**config.mk**
```make
export PLATFORM = sky130hd
export DESIGN_NAME = mem_port_arbiter
export DESIGN_NICKNAME = d
export VERILOG_FILES = /design/src/rtl/mem_port_arbiter.sv
export SDC_FILE = /design/constraint.sdc
export NUM_CORES = 1
export LEC_CHECK = 0
export CORE_AREA = 2 2 143 145
export DETAILED_ROUTE_END_ITERATION = 7
export DIE_AREA = 0 0 145 147
export PLACE_DENSITY_LB_ADDON = 0.12
export SLEW_MARGIN = 5
export SYNTH_ARGS = -nofsm -noshare
export SYNTH_HDL_FRONTEND = slang
export SYNTH_SLANG_ARGS = --single-unit
export TNS_END_PERCENT = 10
```
**constraint.sdc**
```tcl
create_clock -name clk -period 2.2 [get_ports clk]
set_input_delay 0.44 -clock clk [delete_from_list [all_inputs] [get_ports clk]]
set_output_delay 0.44 -clock clk [all_outputs]
set_load 0.01 [all_outputs]
```
**src/rtl/mem_port_arbiter.sv**
```systemverilog
// Round-robin owner of the shared external memory port. One match core holds
// the port for its whole burst; read data is routed back by an ID pipeline
// that tracks the fixed memory read latency.
module mem_port_arbiter #(
    parameter int unsigned NUM_REQ   = 4,
    parameter int unsigned MEM_LAT   = 2,
    parameter int unsigned MAX_BURST = 64
) (
    input  logic                    clk,
    input  logic                    rst_n,
    input  logic [NUM_REQ-1:0]      req_i,
    input  logic [NUM_REQ-1:0]      rd_wr_i,
    input  logic [NUM_REQ-1:0]      tem_win_i,
    input  logic [NUM_REQ*7-1:0]    row_i,
    input  logic [NUM_REQ*7-1:0]    col_i,
    input  logic [NUM_REQ*8-1:0]    set_i,
    input  logic [NUM_REQ*2-1:0]    wr_index_i,
    input  logic [NUM_REQ*32-1:0]   write_data_i,
    output logic [NUM_REQ-1:0]      gnt_o,
    output logic [NUM_REQ-1:0]      rvalid_o,
    output logic [31:0]             rdata_o,
    output logic                    mem_req_o,
    output logic                    mem_rd_wr_o,
    output logic                    mem_tem_win_o,
    output logic [6:0]              mem_row_o,
    output logic [6:0]              mem_col_o,
    output logic [7:0]              mem_set_o,
    output logic [1:0]              mem_wr_index_o,
    output logic [31:0]             mem_write_data_o,
    input  logic [31:0]             mem_read_data_i,
    output logic                    busy_o
);

    localparam int unsigned ID_W   = (NUM_REQ > 1) ? $clog2(NUM_REQ) : 1;
    localparam int unsigned BEAT_W = (MAX_BURST > 1) ? $clog2(MAX_BURST) : 1;

    typedef enum logic {
        IDLE = 1'b0,
        OWN  = 1'b1
    } state_e;

    state_e              state_q, state_d;
    logic [ID_W-1:0]     owner_q, owner_d;
    logic [ID_W-1:0]     rr_ptr_q, rr_ptr_d;
    logic [BEAT_W-1:0]   beat_cnt_q, beat_cnt_d;
    logic [MEM_LAT-1:0]  pipe_vld_q, pipe_vld_d;
    logic [ID_W-1:0]     pipe_id_q [MEM_LAT];
    logic [ID_W-1:0]     pipe_id_d [MEM_LAT];

    logic [NUM_REQ-1:0]  owner_oh;
    logic                sel_req;
    logic                sel_rd_wr;
    logic                sel_tem_win;
    logic [6:0]          sel_row;
    logic [6:0]          sel_col;
    logic [7:0]          sel_set;
    logic [1:0]          sel_wr_index;
    logic [31:0]         sel_write_data;
    logic                beat;
    logic                others_wait;
    logic                pick_found;
    logic [ID_W-1:0]     pick_id;
    logic [ID_W-1:0]     owner_inc;
    logic                burst_last;

    // Select the current owner's request and command fields.
    always_comb begin
        owner_oh       = '0;
        sel_req        = 1'b0;
        sel_rd_wr      = 1'b0;
        sel_tem_win    = 1'b0;
        sel_row        = '0;
        sel_col        = '0;
        sel_set        = '0;
        sel_wr_index   = '0;
        sel_write_data = '0;
        for (int unsigned k = 0; k < NUM_REQ; k++) begin
            if (owner_q == ID_W'(k)) begin
                owner_oh[k]    = 1'b1;
                sel_req        = req_i[k];
                sel_rd_wr      = rd_wr_i[k];
                sel_tem_win    = tem_win_i[k];
                sel_row        = row_i[k*7 +: 7];
                sel_col        = col_i[k*7 +: 7];
                sel_set        = set_i[k*8 +: 8];
                sel_wr_index   = wr_index_i[k*2 +: 2];
                sel_write_data = write_data_i[k*32 +: 32];
            end
        end
        beat        = (state_q == OWN) && sel_req;
        others_wait = |(req_i & ~owner_oh);
        burst_last  = (beat_cnt_q == BEAT_W'(MAX_BURST - 1));
        owner_inc   = (32'(owner_q) == NUM_REQ - 1) ? '0 : owner_q + ID_W'(1);
    end

    // Round-robin pick: first requester at or above rr_ptr, else lowest index.
    always_comb begin
        pick_found = 1'b0;
        pick_id    = '0;
        for (int unsigned k = 0; k < NUM_REQ; k++) begin
            if (!pick_found && req_i[k] && (k >= 32'(rr_ptr_q))) begin
                pick_found = 1'b1;
                pick_id    = ID_W'(k);
            end
        end
        for (int unsigned k = 0; k < NUM_REQ; k++) begin
            if (!pick_found && req_i[k]) begin
                pick_found = 1'b1;
                pick_id    = ID_W'(k);
            end
        end
    end

    // Next-state logic for the ownership FSM and burst counter.
    always_comb begin
        state_d    = state_q;
        owner_d    = owner_q;
        rr_ptr_d   = rr_ptr_q;
        beat_cnt_d = beat_cnt_q;
        case (state_q)
            IDLE: begin
                if (pick_found) begin
                    state_d    = OWN;
                    owner_d    = pick_id;
                    beat_cnt_d = '0;
                end
            end
            OWN: begin
                if (!sel_req) begin
                    state_d  = IDLE;
                    rr_ptr_d = owner_inc;
                end else begin
                    beat_cnt_d = burst_last ? '0 : beat_cnt_q + BEAT_W'(1);
                    if (burst_last && others_wait) begin
                        state_d  = IDLE;
                        rr_ptr_d = owner_inc;
                    end
                end
            end
            default: state_d = IDLE;
        endcase
    end

    // Read-return pipeline: one {valid, id} stage per cycle of memory latency.
    always_comb begin
        pipe_vld_d    = '0;
        pipe_vld_d[0] = beat && !sel_rd_wr;
        pipe_id_d[0]  = owner_q;
        for (int unsigned s = 1; s < MEM_LAT; s++) begin
            pipe_vld_d[s] = pipe_vld_q[s-1];
            pipe_id_d[s]  = pipe_id_q[s-1];
        end
    end

    // State, arbitration and pipeline registers.
    always_ff @(posedge clk or negedge rst_n) begin
        if (!rst_n) begin
            state_q    <= IDLE;
            owner_q    <= '0;
            rr_ptr_q   <= '0;
            beat_cnt_q <= '0;
            pipe_vld_q <= '0;
            for (int unsigned s = 0; s < MEM_LAT; s++) begin
                pipe_id_q[s] <= '0;
            end
        end else begin
            state_q    <= state_d;
            owner_q    <= owner_d;
            rr_ptr_q   <= rr_ptr_d;
            beat_cnt_q <= beat_cnt_d;
            pipe_vld_q <= pipe_vld_d;
            for (int unsigned s = 0; s < MEM_LAT; s++) begin
                pipe_id_q[s] <= pipe_id_d[s];
            end
        end
    end

    // Grant decode, read-valid routing and memory command forwarding.
    always_comb begin
        gnt_o    = '0;
        rvalid_o = '0;
        for (int unsigned k = 0; k < NUM_REQ; k++) begin
            gnt_o[k]    = (state_q == OWN) && (owner_q == ID_W'(k));
            rvalid_o[k] = pipe_vld_q[MEM_LAT-1] && (pipe_id_q[MEM_LAT-1] == ID_W'(k));
        end
        rdata_o          = mem_read_data_i;
        mem_req_o        = beat;
        mem_rd_wr_o      = beat ? sel_rd_wr      : 1'b0;
        mem_tem_win_o    = beat ? sel_tem_win    : 1'b0;
        mem_row_o        = beat ? sel_row        : '0;
        mem_col_o        = beat ? sel_col        : '0;
        mem_set_o        = beat ? sel_set        : '0;
        mem_wr_index_o   = beat ? sel_wr_index   : '0;
        mem_write_data_o = beat ? sel_write_data : '0;
        busy_o           = (state_q == OWN) || (|pipe_vld_q);
    end

endmodule

```
==> impl_metrics.json, run 1 <==
{
  "hold_buffers": 0,
  "cts_made_buffers": 3,
  "synth_mux_area_share_pct": 0.348,
  "finalWirelength_mm": 18.5,
  "cp-start-kind": "flip-flop",
  "ys_top_cells_by_area": "a221oi_1 16%, a211o_1 15%, dfrtp_1 13%",
  "grt_use_met3_pct": 3.73,
  "clock_sinks": 17,
  "clock_skew_ns": 0.00124,
  "htreeDepth": 1,
  "power_frac_clock_pct": 4.3,
  "slew_violations": 0,
  "ys_seq_area_share_pct": 13.2,
  "die_h_um": 147,
  "routed_via_density": 4.60,
  "final.min_clock_period_ns": 2.60,
  "netlist_instances": 470,
  "areaGrowthSynthToFinish_pct": 120,
  "cp_data_arrival_time_ns": 2.16,
  "yosys.area_share.simple_pct": 14.1,
  "fmax_mhz": 385,
  "yosysWarnings": 0,
  "min_period_over_period_pct": 118,
  "root_buffer": "clkbuf_16",
  "switching_power_mw": 4.15,
  "gp_congestion": 0.853,
  "first_iter_violations": 164,
  "initial_core_util_pct": 16.3,
  "switching_share_pct": 48.6,
  "yosys_register_bits": 17,
  "max_cap_viol_count": 0,
  "p_comb_share_pct": 89.2,
  "grt.overflow.total": 0,
  "num_vias": 4743,
  "route.detailed.drc": 0,
  "nets": 1036,
  "wl_per_cell_um": 18.0,
  "critPathMaxFanout": 6,
  "syn_avg_cell_area_um2": 6.88,
  "stdcell_count": 1031,
  "place_hpwl_mm": 14.7,
  "tns_ns": -20.32,
  "clkSlewWorstSetupHoldPaths_ns": 0.05,
  "grt_start_max_net_pins": 59,
  "cts_tree": "done",
  "violations": "negative setup slack",
  "setup_viol": 59,
  "globalRouteTotalUtil_pct": 16.3,
  "use_met2_pct": 32.0,
  "pre_cts_ws_ns": -0.925,
  "seq_power_share_pct": 6.5,
  "rsz0062_at_grt": "yes",
  "p_int_mw": 4.38,
  "required_ns": 1.76,
  "synth_top_area_share_pct": 15.7,
  "synth-async-reset-ratio_pct": 100,
  "ys_types": 43,
  "portBuffers": 305,
  "synth_ff_type": "dfrtp_1",
  "drive_gt1_share_pct": 25.8,
  "synth_compound_area_share_pct": 49.0,
  "synthesis.area_um2": 3230,
  "ir_drop_mv": 0.608,
  "dp_cells": 1011,
  "yosysTopAreaCell": "a221oi_1",
  "slew_headroom_pct": 73.8,
  "timing.final.ws_setup_ns": -0.399,
  "hp-class": "reg -> reg",
  "synth_fp_nets": 745,
  "p_leak_nw": 3.05,
  "hold_viol": 0,
  "synth_fa_ha_area_share_pct": 1.94,
  "grt_pass1_vias": 4837,
  "core_um2": 19800,
  "path_class": "reg -> out",
  "rows": 52,
  "antenna_found_initial": 1,
  "crit_path_end_kind": "output pin",
  "synth_edf_count": 0,
  "io_pins": 370,
  "outcome": "finished, violations left",
  "use_met1_pct": 17.5,
  "p_per_area_nw_per_um2": 1200,
  "synth_top_family_by_area": "compound AO/OA/AOI/OAI gates",
  "final_antenna_net_count": 0,
  "grt_pass1_wl_mm": 27.4,
  "synth_top_cells_by_count": "66 x nand2_1, 65 x inv_1, 58 x a221oi_1, 57 x a211o_1, 51 x a21oi_1",
  "worst_pin_slew_ns": 0.390,
  "synth-xor-area-share_pct": 0,
  "grt_busiest_layer": "met2",
  "worstSkewPairLatency_ns": 0.25,
  "die_area_um2": 21300,
  "synth.most_common_cell": "nand2_1",
  "firstDrtPassIters": 4,
  "cts_max_path_buffers": 2,
  "die_w_um": 145
}
-- critical path, stage by stage (launching register included) --
cell,delay [ns]
dfrtp_1,0.40
buf_6,0.14
ha_4,0.17
nor2b_4,0.17
buf_6,0.12
buf_6,0.12
buf_12,0.13
a221oi_2,0.05
a211o_1,0.33
a21oi_2,0.13
buf_2,0.14
-- stage by stage --
stage	power, mW	util, %	hold WS (ns)	cell area [µm²]
2_1_floorplan	4.66	-	0.144	3400
3_3_place_gp	7.76	34.3	0.334	6800
3_5_place_dp	7.78	34.3	0.337	6800
4_1_cts	8.34	35.3	0.349	7000
5_1_grt	9.23	35.8	0.350	7090
6_report	8.54	35.8	0.346	7090
-- cell usage in the layout, fill, tap and decap left out, drive strengths merged, types with 5 or more instances in the layout --
cell           count
clkbuf             9
inv               65
nand2             67
a21oi             61
ha                 5
o21ai              6
nor2               7
dfrtp             17
a211o             57
and2               5
buf              116
clkdlybuf4s50    242
a221oi            59
-- cell families after synthesis --
kind of cell | count (synthesis)
DFF | 17
AOI/OAI and AO/OA | 203
muxes | 1
buffers and inverters | 144
adders and majority gates | 5
and+or+nand+nor | 100
-- registers in the layout, indices dropped and copies added, names as in the netlist --
signal / cells
state_q: 1
owner_q: 2
rr_ptr_q: 2
pipe_vld_q: 2
beat_cnt_q: 6
pipe_id_d: 2
pipe_id_q: 2
-- metal layers --
layer | up-vias | wire length, µm
li1 | 2284 | -
met1 | 2260 | 6770
met4 | 0 | 284
met2 | 171 | 10300
met5 | - | 0
met3 | 28 | 1160
-- power by group through the flow --
stage,Sequential (mW),Clock (mW),Combinational (mW)
CTS,0.553,0.373,7.42
global route,0.575,0.390,8.27
finish,0.557,0.366,7.61
global placement,0.552,0,7.21
floorplan,0.526,0,4.14
detailed placement,0.558,0,7.22
-- cell type report --
class	count	area, µm²
Antenna cell	1	2.50
Clock buffer	4	78.8
Fill cell	2085	12700
Inverter	65	244
Multi-Input combinational cell	309	2510
Sequential cell	17	425
Tap cell	270	338
Timing Repair Buffer	365	3500
-- path summary, 6_finish.rpt --
check / start / to / slack [ns] / cells after the start
min: pipe_id_d[1]$_DFF_PN0_ / pipe_id_q[1]$_DFF_PN0_ / 0.35 / 0
min in group asynchronous: rst_n / pipe_id_q[1]$_DFF_PN0_ / 0.53 / 2
max in group asynchronous: rst_n / pipe_vld_q[0]$_DFF_PN0_ / 1.48 / 2
min reg2reg: pipe_id_d[1]$_DFF_PN0_ / pipe_id_q[1]$_DFF_PN0_ / 0.35 / 0
max reg2reg: owner_q[0]$_DFFE_PN0P_ / beat_cnt_q[4]$_DFFE_PN0P_ / 0.02 / 10
max: owner_q[0]$_DFFE_PN0P_ / mem_write_data_o[6] / -0.40 / 10
-- repair_timing --
item                                    4_1_cts  5_1_grt
cloned                                        2        2
pin swaps                                    57       46
hold endpoints to repair                      0        0
endpoints found under the setup margin       68       64
buffers inserted                              6        8
gates resized for setup                     246       68
(Power assumes the default switching activity.)
==> inputs of run 2 (changes only) <==
--- a/config.mk
+++ b/config.mk
@@ -9,6 +9,7 @@
 export DETAILED_ROUTE_END_ITERATION = 7
 export DIE_AREA = 0 0 145 147
 export PLACE_DENSITY_LB_ADDON = 0.12
+export REMOVE_ABC_BUFFERS = 1
 export SLEW_MARGIN = 5
 export SYNTH_ARGS = -nofsm -noshare
 export SYNTH_HDL_FRONTEND = slang
==> run 2 against run 1 <==
Compared with the run above:
- power up 4.8%
- the run still ends with negative setup slack left
- final cell count up 0.68%
- first-iteration DRC count down 12%
- setup slack worse by 0.020 ns
- worst hold slack better by 0.0039 ns
- critical path type unchanged
- largest cell class unchanged
- non-clock buffer count up 7
- sequential power about the same
- routed wire length up 12%
==> impl_metrics.json, run 2 (synthesis results as in run 1) <==
{
  "outcome": "finished, violations left",
  "violations": "negative setup slack",
  "ir_drop_mv": 0.476,
  "min_to": "pipe_id_q[1]$_DFF_PN0_",
  "worst_pin_slew_ns": 0.363,
  "firstDrtPassIters": 4,
  "rsz0062_at_grt": "yes",
  "antenna_found_initial": 1,
  "fmax_mhz": 382,
  "power_frac_clock_pct": 4.1,
  "io_pins": 370,
  "worstSkewPairLatency_ns": 0.25,
  "clock_skew_ns": 0.000982,
  "cp_slowest_stage_delay_ns": 0.41,
  "gp_congestion": 0.836,
  "hp-class": "reg -> reg",
  "num_vias": 4814,
  "final_antenna_net_count": 0,
  "switching_power_mw": 4.24,
  "route.detailed.drc": 0,
  "final_util_pct": 35.9,
  "top_register": "beat_cnt_q",
  "largest_reg_flops": 6,
  "cp-start-kind": "flip-flop",
  "htreeDepth": 1,
  "core_um2": 19800,
  "hold_viol": 0,
  "stdcell_count": 1038,
  "nets": 1043,
  "drive_gt1_share_pct": 27.0,
  "slew_violations": 0,
  "globalRouteTotalUtil_pct": 18.5,
  "areaGrowthSynthToFinish_pct": 121,
  "die_w_um": 145,
  "p_per_area_nw_per_um2": 1250,
  "first_iter_violations": 144,
  "final.min_clock_period_ns": 2.62,
  "r2r-start": "owner_q[0]$_DFFE_PN0P_",
  "seq_power_share_pct": 6.2,
  "crit_path_end_kind": "output pin",
  "path_cells": "buf_6, ha_4, nand3b_4, a221oi_4, nand2_4, buf_12, buf_16, a21oi_2, buf_2",
  "die_area_um2": 21300,
  "p_leak_nw": 3.09,
  "cts_made_buffers": 3,
  "ff2ff_path_depth": 8,
  "cts_tree": "done",
  "rrSetupSlack_ns": 0.08,
  "grt_start_max_net_pins": 54,
  "max_cap_viol_count": 0,
  "min_period_over_period_pct": 119,
  "path_class": "reg -> out",
  "dp_cells": 1011,
  "switching_share_pct": 47.4,
  "layout_commonest_cell": "clkdlybuf4s50_1",
  "initial_core_util_pct": 16.3,
  "routed_via_density": 4.64,
  "rows": 52,
  "cp_data_arrival_time_ns": 2.18,
  "holdPathStages": 0,
  "setup_viol": 60,
  "hold_start": "pipe_id_d[1]$_DFF_PN0_",
  "cp_slowest_cell": "dfrtp_1",
  "required_ns": 1.76,
  "root_buffer": "clkbuf_16",
  "clock_sinks": 17,
  "p_comb_share_pct": 89.7,
  "critPathMaxFanout": 6,
  "finalWirelength_mm": 20.7,
  "p_int_mw": 4.70,
  "timing.rr.end": "beat_cnt_q[2]$_DFFE_PN0P_",
  "cts_max_path_buffers": 2,
  "mostFrequentLayoutCells": "242 x clkdlybuf4s50_1, 66 x nand2_1, 62 x inv_1",
  "slew_headroom_pct": 75.6,
  "grt_pass1_wl_mm": 30.4,
  "portBuffers": 305,
  "timing.final.ws_setup_ns": -0.420,
  "grt.overflow.total": 0,
  "grt_pass1_vias": 5052,
  "die_h_um": 147,
  "place_hpwl_mm": 15.9,
  "wl_per_cell_um": 19.9,
  "clkSlewWorstSetupHoldPaths_ns": 0.05
}
==> run 2: through the flow <==
step                total power, mW  hold WS, ns  setup WS [ns]  TNS, ns  instance area (µm²)
global placement               7.56        0.333         -0.680   -37.95                 6670
global route                   9.65        0.357         -0.508   -25.50                 7130
finish                         8.95        0.350         -0.420   -20.14                 7130
detailed placement             7.52        0.339         -0.699   -38.53                 6670
CTS                            8.98        0.351         -0.411   -20.39                 7100
floorplan                      3.99        0.144          -2.51  -167.94                 2780
==> run 2: power by group through the flow <==
stage               combinational [mW]  clock (mW)  sequential (mW)
floorplan                         3.44           0            0.551
global placement                  7.01           0            0.545
detailed placement                6.97           0            0.550
CTS                               8.05       0.377            0.555
global route                      8.67       0.394            0.581
finish                            8.02       0.369            0.557
==> run 2: worst max path at each step <==
stage	cells after the start	slack, ns	from	endpoint
2_1_floorplan	7	-2.51	owner_q[0]$_DFFE_PN0P_	beat_cnt_q[4]$_DFFE_PN0P_
3_3_place_gp	7	-0.68	req_i[1]	mem_write_data_o[30]
3_5_place_dp	7	-0.70	req_i[1]	mem_write_data_o[30]
4_1_cts	9	-0.41	owner_q[0]$_DFFE_PN0P_	mem_write_data_o[12]
5_1_grt	9	-0.51	owner_q[0]$_DFFE_PN0P_	mem_write_data_o[12]
6_report	9	-0.42	owner_q[0]$_DFFE_PN0P_	mem_row_o[5]
==> run 2: final cells by class <==
| cell class | count | area (µm²) |
|---|---|---|
| Inverter | 65 | 244 |
| Tap cell | 270 | 338 |
| Sequential cell | 17 | 425 |
| Antenna cell | 1 | 2.50 |
| Fill cell | 2107 | 12700 |
| Clock buffer | 4 | 78.8 |
| Timing Repair Buffer | 372 | 3620 |
| Multi-Input combinational cell | 309 | 2420 |
==> run 2: metal layers <==
metal / track usage, % / up-vias / part of all wire, %
met5: 1.82 / - / 0
met4: 3.51 / 0 / 2.1
li1: - / 2296 / -
met3: 5.84 / 28 / 8.8
met1: 22.5 / 2240 / 40
met2: 32.1 / 250 / 50
==> run 2: worst max-delay path, delay by kind of cell, from the launching register on <==
family | cells | cell delay (ns)
flip-flops | 1 | 0.41
buffers and inverters | 4 | 0.58
adder cells (fa/ha/maj) | 1 | 0.18
AO/OA/AOI/OAI | 2 | 0.43
AND/OR/NAND/NOR | 2 | 0.30
==> run 2: repair_timing <==
action / in CTS / in global routing
pin swaps: 71 / 14
buffers inserted: 16 / 1
resized for setup: 311 / 24
hold buffers: 0 / 0
setup endpoints to repair: 63 / 64
gates cloned: 8 / 0
